`config.mk`:
```
export PLATFORM = sky130hd
export DESIGN_NAME = pc_unit
export DESIGN_NICKNAME = d
export VERILOG_FILES = /design/src/rtl/cpu_pkg.sv /design/src/rtl/pc_target_calc.sv /design/src/rtl/pc_unit.sv
export SDC_FILE = /design/constraint.sdc
export NUM_CORES = 1
export LEC_CHECK = 0
export ABC_AREA = 1
export BUFFER_PORTS_ARGS = -buffer_cell sky130_fd_sc_hd__buf_4
export CAP_MARGIN = 20
export CORE_ASPECT_RATIO = 0.6
export CORE_MARGIN = 2
export CORE_UTILIZATION = 40
export DETAILED_ROUTE_END_ITERATION = 7
export GPL_TIMING_DRIVEN = 0
export PLACE_DENSITY = 0.62
export SYNTH_ARGS = -nofsm -noshare
export SYNTH_HDL_FRONTEND = slang
export SYNTH_SLANG_ARGS = --single-unit
```
`constraint.sdc`:
```
create_clock -name clk -period 3.5 [get_ports clk]
set_clock_uncertainty 0.1 [all_clocks]
set_input_delay 0.35 -clock clk [delete_from_list [all_inputs] [get_ports clk]]
set_output_delay 0.35 -clock clk [all_outputs]
set_load 0.01 [all_outputs]
```
`src/rtl/cpu_pkg.sv`:
```
// cpu_pkg: shared redirect-kind encodings and default PC vectors for the core
package cpu_pkg;
  typedef enum logic [1:0] {
    RK_BRANCH = 2'd0,
    RK_JUMP   = 2'd1,
    RK_JR     = 2'd2,
    RK_ERET   = 2'd3
  } redir_kind_t;
  localparam logic [31:0] RESET_VECTOR = 32'h0000_0000;
  localparam logic [31:0] EXC_VECTOR   = 32'h0000_0004;
endpackage

```
`src/rtl/pc_target_calc.sv`:
```
// pc_target_calc: resolves a redirect target and flags misalignment
// Ports:
//   redir_kind   - branch / jump / jr / eret
//   redir_target - absolute target, or jump index in the low JUMP_BITS
//   pc_plus4     - sequential PC supplying the jump region bits
//   epc          - return address used by eret
//   target       - resolved absolute target
//   misaligned   - target is not word aligned
module pc_target_calc
  import cpu_pkg::*;
#(
  parameter int WIDTH     = 32,
  parameter int JUMP_BITS = 28
) (
  input  logic [1:0]       redir_kind,
  input  logic [WIDTH-1:0] redir_target,
  input  logic [WIDTH-1:0] pc_plus4,
  input  logic [WIDTH-1:0] epc,
  output logic [WIDTH-1:0] target,
  output logic             misaligned
);
  always_comb begin
    target = redir_kind == RK_JUMP ? {pc_plus4[WIDTH-1:JUMP_BITS], redir_target[JUMP_BITS-1:0]} :
             redir_kind == RK_ERET ? epc : redir_target;
    misaligned = |target[1:0];
  end
endmodule

```
`src/rtl/pc_unit.sv`:
```
// pc_unit: program counter with next-PC selection, stall-safe redirect buffer, EPC and alignment trap
// Ports:
//   clk, rst      - clock; asynchronous active-high reset
//   stall         - hold the PC this cycle
//   redir_valid   - redirect request; redir_kind / redir_target describe it
//   exc_req       - synchronous exception, overrides everything including stall
//   pc_out        - current PC
//   pc_plus4      - pc_out + INC (combinational, wraps)
//   epc_out       - exception PC
//   redir_pending - a redirect captured during a stall is waiting
//   align_fault   - one-cycle pulse when a misaligned target was trapped
module pc_unit
  import cpu_pkg::*;
#(
  parameter int               WIDTH        = 32,
  parameter logic [WIDTH-1:0] RESET_VECTOR = WIDTH'(cpu_pkg::RESET_VECTOR),
  parameter logic [WIDTH-1:0] EXC_VECTOR   = WIDTH'(cpu_pkg::EXC_VECTOR),
  parameter int               JUMP_BITS    = 28,
  parameter int               INC          = 4
) (
  input  logic             clk,
  input  logic             rst,
  input  logic             stall,
  input  logic             redir_valid,
  input  logic [1:0]       redir_kind,
  input  logic [WIDTH-1:0] redir_target,
  input  logic             exc_req,
  output logic [WIDTH-1:0] pc_out,
  output logic [WIDTH-1:0] pc_plus4,
  output logic [WIDTH-1:0] epc_out,
  output logic             redir_pending,
  output logic             align_fault
);
  logic [WIDTH-1:0] live_target, pend_target, apply_target;
  logic             live_misaligned, take;
  assign pc_plus4 = pc_out + WIDTH'(INC);
  pc_target_calc #(.WIDTH(WIDTH), .JUMP_BITS(JUMP_BITS)) u_calc (
    .redir_kind  (redir_kind),
    .redir_target(redir_target),
    .pc_plus4    (pc_plus4),
    .epc         (epc_out),
    .target      (live_target),
    .misaligned  (live_misaligned)
  );
  // A live redirect beats a buffered one; the buffered target was resolved at capture
  // time, so only its alignment is evaluated here, when it is actually applied.
  always_comb begin
    take         = redir_valid | redir_pending;
    apply_target = redir_valid ? live_target : pend_target;
  end
  always_ff @(posedge clk or posedge rst) begin
    if (rst) begin
      pc_out        <= RESET_VECTOR;
      epc_out       <= '0;
      redir_pending <= 1'b0;
      pend_target   <= '0;
      align_fault   <= 1'b0;
    end else begin
      align_fault <= 1'b0;
      if (exc_req) begin
        pc_out        <= EXC_VECTOR;
        epc_out       <= pc_out;
        redir_pending <= 1'b0;
      end else if (!stall) begin
        redir_pending <= 1'b0;
        if (take && (redir_valid ? live_misaligned : |pend_target[1:0])) begin
          pc_out      <= EXC_VECTOR;
          epc_out     <= apply_target;
          align_fault <= 1'b1;
        end else begin
          pc_out <= take ? apply_target : pc_plus4;
        end
      end else if (redir_valid) begin
        pend_target   <= live_target;
        redir_pending <= 1'b1;
      end
    end
  end
endmodule

```
==> results of run 1 <==
-- placed cells by master, fill, tap and decap left out, types with 2 or more instances in the layout --
cell / count
or2_2: 4
buf_4: 141
nor2_4: 4
clkbuf_1: 24
clkbuf_16: 9
o21ai_1: 22
o22ai_1: 13
nand2_1: 319
a221oi_1: 4
xor2_1: 12
inv_2: 6
buf_6: 6
inv_6: 2
o21ai_0: 102
buf_1: 5
nand2_2: 11
dfrtp_1: 98
nor2_1: 57
buf_2: 7
nand3_1: 68
inv_1: 58
o211ai_1: 9
nor2_2: 8
-- per-layer routing --
layer	up-vias	GRT usage	share of wire
li1	3034	-	-
met1	3018	0.471	0.51
met3	18	0.0573	0.096
met5	-	0	0
met2	290	0.382	0.38
met4	0	0.0367	0.0057
-- power groups by stage --
stage,sequential [mW],clock (mW),combinational (mW)
detailed placement,1.43,0,0.822
CTS,1.41,1.04,0.825
floorplan,1.43,0,0.414
global placement,1.43,0,0.810
global route,1.43,1.07,0.918
finish,1.41,1.02,0.831
-- stage by stage --
stage / total power [mW] / area, um^2 / setup TNS [ns]
final: 3.27 / 7480 / 0
after global routing: 3.42 / 7480 / 0
after CTS: 3.27 / 7480 / 0
after detailed placement: 2.25 / 7180 / 0
after global placement: 2.24 / 7150 / -84.66
after floorplan: 1.85 / 5880 / 0
-- final timing paths --
| path | endpoint | slack, ns | cells past startpoint | start |
|---|---|---|---|---|
| min reg2reg | pend_target[7]$_DFFE_PP0P_ | 0.38 | 2 | pend_target[7]$_DFFE_PP0P_ |
| min in group asynchronous | epc_out[3]$_DFFE_PP0P_ | 0.46 | 3 | rst |
| min | epc_out[30]$_DFFE_PP0P_ | 0.29 | 5 | redir_target[30] |
| max | pc_plus4[22] | 0.76 | 11 | pc_out[3]$_DFFE_PP0N_ |
| max reg2reg | pc_out[30]$_DFFE_PP0N_ | 1.24 | 14 | pc_out[3]$_DFFE_PP0N_ |
| max in group asynchronous | pc_out[8]$_DFFE_PP0N_ | 2.13 | 4 | rst |
-- cells by family after synthesis --
group / count (synthesis)
AOI/OAI and AO/OA: 152
xor gates and xnor gates: 12
adders and majority gates: 1
buffers and inverters: 113
DFF: 98
and+or+nand+nor: 476
-- critical path, cell delays in order, from the launching register on --
cell and delay (ns):
dfrtp_1 0.45, ha_1 0.21, nand2_1 0.09, nor2_2 0.23, nand2_2 0.17, nor2_4 0.17
nand2_2 0.08, nor2_1 0.09, nand2_1 0.06, xor2_1 0.18, inv_1 0.06, buf_4 0.14
-- cell type report --
cell class | instances | area [um^2] | area share
buffer | 47 | 253 | 0.0338
clock buffer | 10 | 229 | 0.0306
clock inverter | 5 | 63.8 | 0.00853
inverter | 66 | 250 | 0.0335
multi-input combinational | 641 | 2930 | 0.392
sequential | 98 | 2450 | 0.328
tap | 198 | 248 | 0.0331
timing repair buffer | 137 | 1050 | 0.141
-- flip-flops by register name, summed over array words and instances (netlist names) --
signal / flops
pc_out: 32
align_fault: 1
epc_out: 32
pend_target: 32
redir_pending: 1
-- what timing repair did --
action | in CTS | in global routing
hold buffers | 1 | 0
hold endpoints to repair | 31 | 0
endpoints found under the setup margin | 0 | 0
==> results.yml, run 1 <==
cts:
  clkTransAtPathRegs_ns: 0.07
  insertion_delay_ns: 0.35
  cts_tree: "built"
  cts_setup_buffers: 0
  clockBufferDepth: 2
  cts_root_buf: "clkbuf_16"
  post_cts_resized: 0
  htree_levels: 3
  numCtsBuffers: 9
  cts_sinks: 98
finish:
  postLayoutCoreUtil: 0.519
  drive_gt1_frac: 0.205
  num-nets-final: 1040
  fin_cells: 1202
  final.fill_count: 1504
  antenna_cells: 0
  area_growth_pct: 27.1
sta:
  setup-violations-final: 0
  slew_headroom: 0.494
  setup_ws_ns: 0.760
  rsz0062_at_grt: "false"
  drv_slew: 0
  period_share: 0.783
  hold_ws_ns: 0.292
  finalHoldViolCount: 0
  max_freq_ghz: 0.365
  finalCriticalPeriod_ns: 2.74
  worst_pin_slew_ns: 0.759
synthesis:
  synth_nets: 892
  yosysSeqAreaShare: 0.417
  synthTopCellsByCount: "319 x nand2_1, 102 x o21ai_0, 98 x dfrtp_1, 68 x nand3_1, 59 x inv_1"
  synth_xor_xnor_area_share: 0.0179
  syn-mean-instance-area_um2: 6.91
  synth_cell_types: 30
  postSynthCellCount: 852
  synthSimpleGateAreaFrac: 0.338
  ys_top_cells_by_area: "dfrtp_1 42%, nand2_1 20%, o21ai_0 8.7%, nand3_1 5.8%, inv_1 3.8%"
  synthMuxAreaShare: 0
  yosys_warnings: 0
  synth_edf_count: 0
  ys_ff_latch: 98
  synth_top_family_by_area: "simple AND/OR/NAND/NOR gates"
  netlist.area_leader.share: 0.417
  synthFlopType: "dfrtp_1"
  synth_top_cell_by_area: "dfrtp_1"
  mappedNetlistArea_um2: 5880
  synth_fa_ha_area_frac: 0.00213
  synth.most_common_cell: "nand2_1"
  synthArstFlopShare: 1.00
  synth_compound_area_frac: 0.140
drt:
  vias_per_cell: 5.29
  drc_errors: 0
  vias: 6360
  drt-pass1-iter-count: 5
  post_drt_wl_per_cell_um: 18.3
  routed_wl_um: 22000
  final_antenna_net_count: 0
  first_iter_violations: 630
placement:
  dpl.cell_count: 1186
  gp_congestion: 0.936
  dp_slack_ns: 1.20
  port_buffers: 135
  hpwlAfterDp_um: 16700
floorplan:
  die-area_um2: 15700
  die_h_um: 98.0
  core_um2: 14400
  rows: 34
  initial_core_util: 0.408
  dieWidth_um: 161
  io-pin-count: 137
power_and_ir_drop:
  p_leak_nw: 3.76
  switchingPower_mw: 1.10
  p_sw_frac: 0.336
  power_density_nw_per_um2: 437
  internal-power_mw: 2.17
  pwr-share-comb: 0.254
  p_clk_frac: 0.313
  power_frac_seq: 0.432
  ir_drop_mv: 0.252
run:
  maxCapViolCount: 0
critical_path:
  worstSetupEndpointType: "output pin"
  cp.arrival_ns: 2.29
  crit_type: "reg2out"
  start_kind: "register"
  cp_max_fo: 5
  worst_ep_required_time_ns: 3.05
status:
  outcome: "completed"
global_routing:
  grt_pass1_vias: 5892
  grt_max_degree: 68
  antenna_found_initial: 0
  grt_pass1_wl_um: 34200
  track_usage: 0.285
  grt_overflow: 0
hold_path:
  hold_path.class: "in2reg"
Note: power is estimated with default switching activity, not from simulation.
==> inputs of run 2 (changes only) <==
--- a/config.mk
+++ b/config.mk
@@ -5,7 +5,7 @@
 export SDC_FILE = /design/constraint.sdc
 export NUM_CORES = 1
 export LEC_CHECK = 0
-export ABC_AREA = 1
+export ABC_AREA = 0
 export BUFFER_PORTS_ARGS = -buffer_cell sky130_fd_sc_hd__buf_4
 export CAP_MARGIN = 20
 export CORE_ASPECT_RATIO = 0.6
==> constraint.sdc (replaced) <==
create_clock -name clk -period 2.7 [get_ports clk]
set_clock_uncertainty 0.1 [all_clocks]
set_input_delay 0.27 -clock clk [delete_from_list [all_inputs] [get_ports clk]]
set_output_delay 0.27 -clock clk [all_outputs]
set_load 0.01 [all_outputs]
==> results.yml, run 2 <==
status:
  outcome: "completed"
finish:
  top_regs: "epc_out: 32 flops, pc_out: 32 flops, pend_target: 32 flops"
  final.fill_count: 1324
  regArea_um2: 2460
  postLayoutCoreUtil: 0.540
  final_cell_mix: "142 x buf_4, 137 x nand2_1, 94 x dfrtp_1, 83 x o21ai_0, 51 x nor2_1"
  multi_input_area_um2: 3070
  num-nets-final: 883
  area_growth_pct: 29.7
  antenna_cells: 0
  drive_gt1_frac: 0.230
  final_common_cell: "buf_4"
placement:
  hpwlAfterDp_um: 15900
  gp_congestion: 0.935
  port_buffers: 134
sta:
  finalCriticalPeriod_ns: 2.63
  drv_slew: 0
  period_share: 0.975
  slew_headroom: 0.334
  max_freq_ghz: 0.380
  setup-violations-final: 0
  worst_pin_slew_ns: 0.999
  finalHoldViolCount: 0
  hold_ws_ns: 0.261
drt:
  first_iter_violations: 483
  vias: 6032
  final_antenna_net_count: 0
  routed_wl_um: 21600
  vias_per_cell: 5.80
  drt-pass1-iter-count: 5
  post_drt_wl_per_cell_um: 20.8
  drc_errors: 0
synthesis:
  synth_cell_types: 56
  synth_edf_count: 0
  netlist.area_leader.share: 0.425
  yosys_warnings: 0
  ys_top_cells_by_area: "dfrtp_1 42%, nand2_1 8.9%, mux2i_1 8.7%, o21ai_0 7.2%, a21oi_1 4.2%"
  ys_ff_latch: 98
  synthFlopType: "dfrtp_1"
  synth_nets: 736
  synth_top_cell_by_area: "dfrtp_1"
  synthArstFlopShare: 1.00
  syn-mean-instance-area_um2: 8.30
  postSynthCellCount: 696
  synthTopCellsByCount: "137 x nand2_1, 98 x dfrtp_1, 83 x o21ai_0, 52 x nor2_1, 50 x mux2i_1"
  mappedNetlistArea_um2: 5780
  synth.most_common_cell: "nand2_1"
  yosysSeqAreaShare: 0.425
power_and_ir_drop:
  switchingPower_mw: 1.33
  power_density_nw_per_um2: 581
  pwr-share-comb: 0.227
  power_frac_seq: 0.417
  internal-power_mw: 3.02
  ir_drop_mv: 0.316
  p_clk_frac: 0.357
  p_sw_frac: 0.307
  p_leak_nw: 3.57
critical_path:
  cp_slowest_cell: "dfrtp_1"
  cp.arrival_ns: 2.26
  worstSetupEndpointType: "output pin"
  max_stage_delay_ns: 0.42
  cp_max_fo: 10
  critPathBufInv: 2
  worstPathCellList: "clkbuf_2 -> nand4_1 -> nor3_2 -> and4_2 -> xnor2_1 -> buf_4"
  crit_type: "reg2out"
  critPathTopFamily: "simple AND/OR/NAND/NOR gates"
  start_kind: "register"
  worst_ep_required_time_ns: 2.33
floorplan:
  rows: 33
  die_h_um: 97.1
  die-area_um2: 15400
  dieWidth_um: 159
  initial_core_util: 0.416
  core_um2: 13900
  io-pin-count: 137
cts:
  htree_levels: 3
  cts_tree: "built"
  cts_root_buf: "clkbuf_16"
  clkTransAtPathRegs_ns: 0.07
  cts_sinks: 98
  insertion_delay_ns: 0.35
  numCtsBuffers: 9
  clockBufferDepth: 2
run:
  maxCapViolCount: 0
global_routing:
  grt_overflow: 0
  track_usage: 0.274
  antenna_found_initial: 0
  grt_pass1_vias: 5701
  grt_pass1_wl_um: 32700
  grt_max_degree: 42
hold_path:
  hold_path.class: "in2reg"
[run 2: cell types whose count changed after synthesis, moves of 7 or more]
cell / previous run / this run
nand3_1: 68 / 22
nand2_2: 11 / 0
o22ai_1: 13 / 4
o21ai_0: 102 / 83
a21oi_1: 1 / 49
nand4_1: 1 / 8
nor2_2: 8 / 0
nand2_1: 319 / 137
xnor2_1: 0 / 16
o21ai_1: 22 / 0
clkbuf_1: 23 / 36
mux2i_1: 0 / 50
inv_1: 59 / 14
[run 2: power groups by stage]
stage               registers, mW  logic [mW]  clock network [mW]
floorplan                    1.83       0.505                   0
global placement             1.82       0.954                   0
detailed placement           1.83       0.979                   0
CTS                          1.80       0.985                1.55
global route                 1.84        1.07                1.60
finish                       1.81       0.985                1.55
[run 2: cells by family (layout without fill, tap and decap cells)]
family | after synthesis | in the layout | synth area share
mux | 52 | 52 | 0.0906
simple gates | 266 | 266 | 0.208
fa+ha+maj | 1 | 1 | 0.00217
xor+xnor | 28 | 28 | 0.0438
buf+inv | 71 | 223 | 0.0496
compound gates | 180 | 180 | 0.181
flops | 98 | 98 | 0.425
[run 2: metal layers]
metal  global-route usage  wire length, um
met5                    0                0
met4               0.0797              397
met3               0.0726             2420
met2                0.374             8820
met1                0.418             9940
[run 2: path summary, 6_finish.rpt]
| path | startpoint | end | slack (ns) | depth (start not counted) |
|---|---|---|---|---|
| min | stall | pc_out[0]$_DFFE_PP0P_ | 0.26 | 4 |
| min reg2reg | pend_target[22]$_DFFE_PP0P_ | pend_target[22]$_DFFE_PP0P_ | 0.38 | 2 |
| max | pc_out[22]$_DFFE_PP0N_ | pc_plus4[30] | 0.07 | 6 |
| min in group asynchronous | rst | epc_out[10]$_DFFE_PP0P_ | 0.42 | 3 |
| max in group asynchronous | rst | pc_out[11]$_DFFE_PP0N_ | 1.50 | 4 |
| max reg2reg | redir_pending$_DFFE_PP0P_ | pc_out[26]$_DFFE_PP0N_ | 0.17 | 5 |
[run 2: worst reg2reg max path, stage by stage, from the launching register on]
cell	delay (ns)
dfrtp_1	0.45
nor2_1	0.17
clkbuf_1	0.48
buf_1	0.81
mux2i_1	0.28
o21ai_0	0.09
[run 2: timing repair]
item,in CTS,in global routing
pin swaps,0,6
buffers inserted,0,4
endpoints found under the setup margin,10,11
hold buffers,1,0
gates cloned,0,0
gates resized for setup,8,12
endpoints found under the hold margin,18,0
[run 2: layout make-up]
type                            count  share of cell area
Multi-Input combinational cell    527               0.410
Sequential cell                    98               0.328
Inverter                           14             0.00752
Tap cell                          192              0.0321
Clock buffer                       12              0.0342
Buffer                             52              0.0296
Clock inverter                      4              0.0130
Timing Repair Buffer              141               0.145
[run 2: stage by stage]
stage	std cells	area [um^2]	TNS (ns)	total power, mW	setup WS, ns
after detailed placement	1024	7070	-0.208	2.81	-0.0462
after floorplan	696	5780	0	2.33	0.406
after CTS	1040	7440	0	4.34	0.0120
after global placement	1022	7030	0	2.77	0.0126
after global routing	1040	7490	-0.132	4.50	-0.0620
final	1040	7490	0	4.35	0.0687
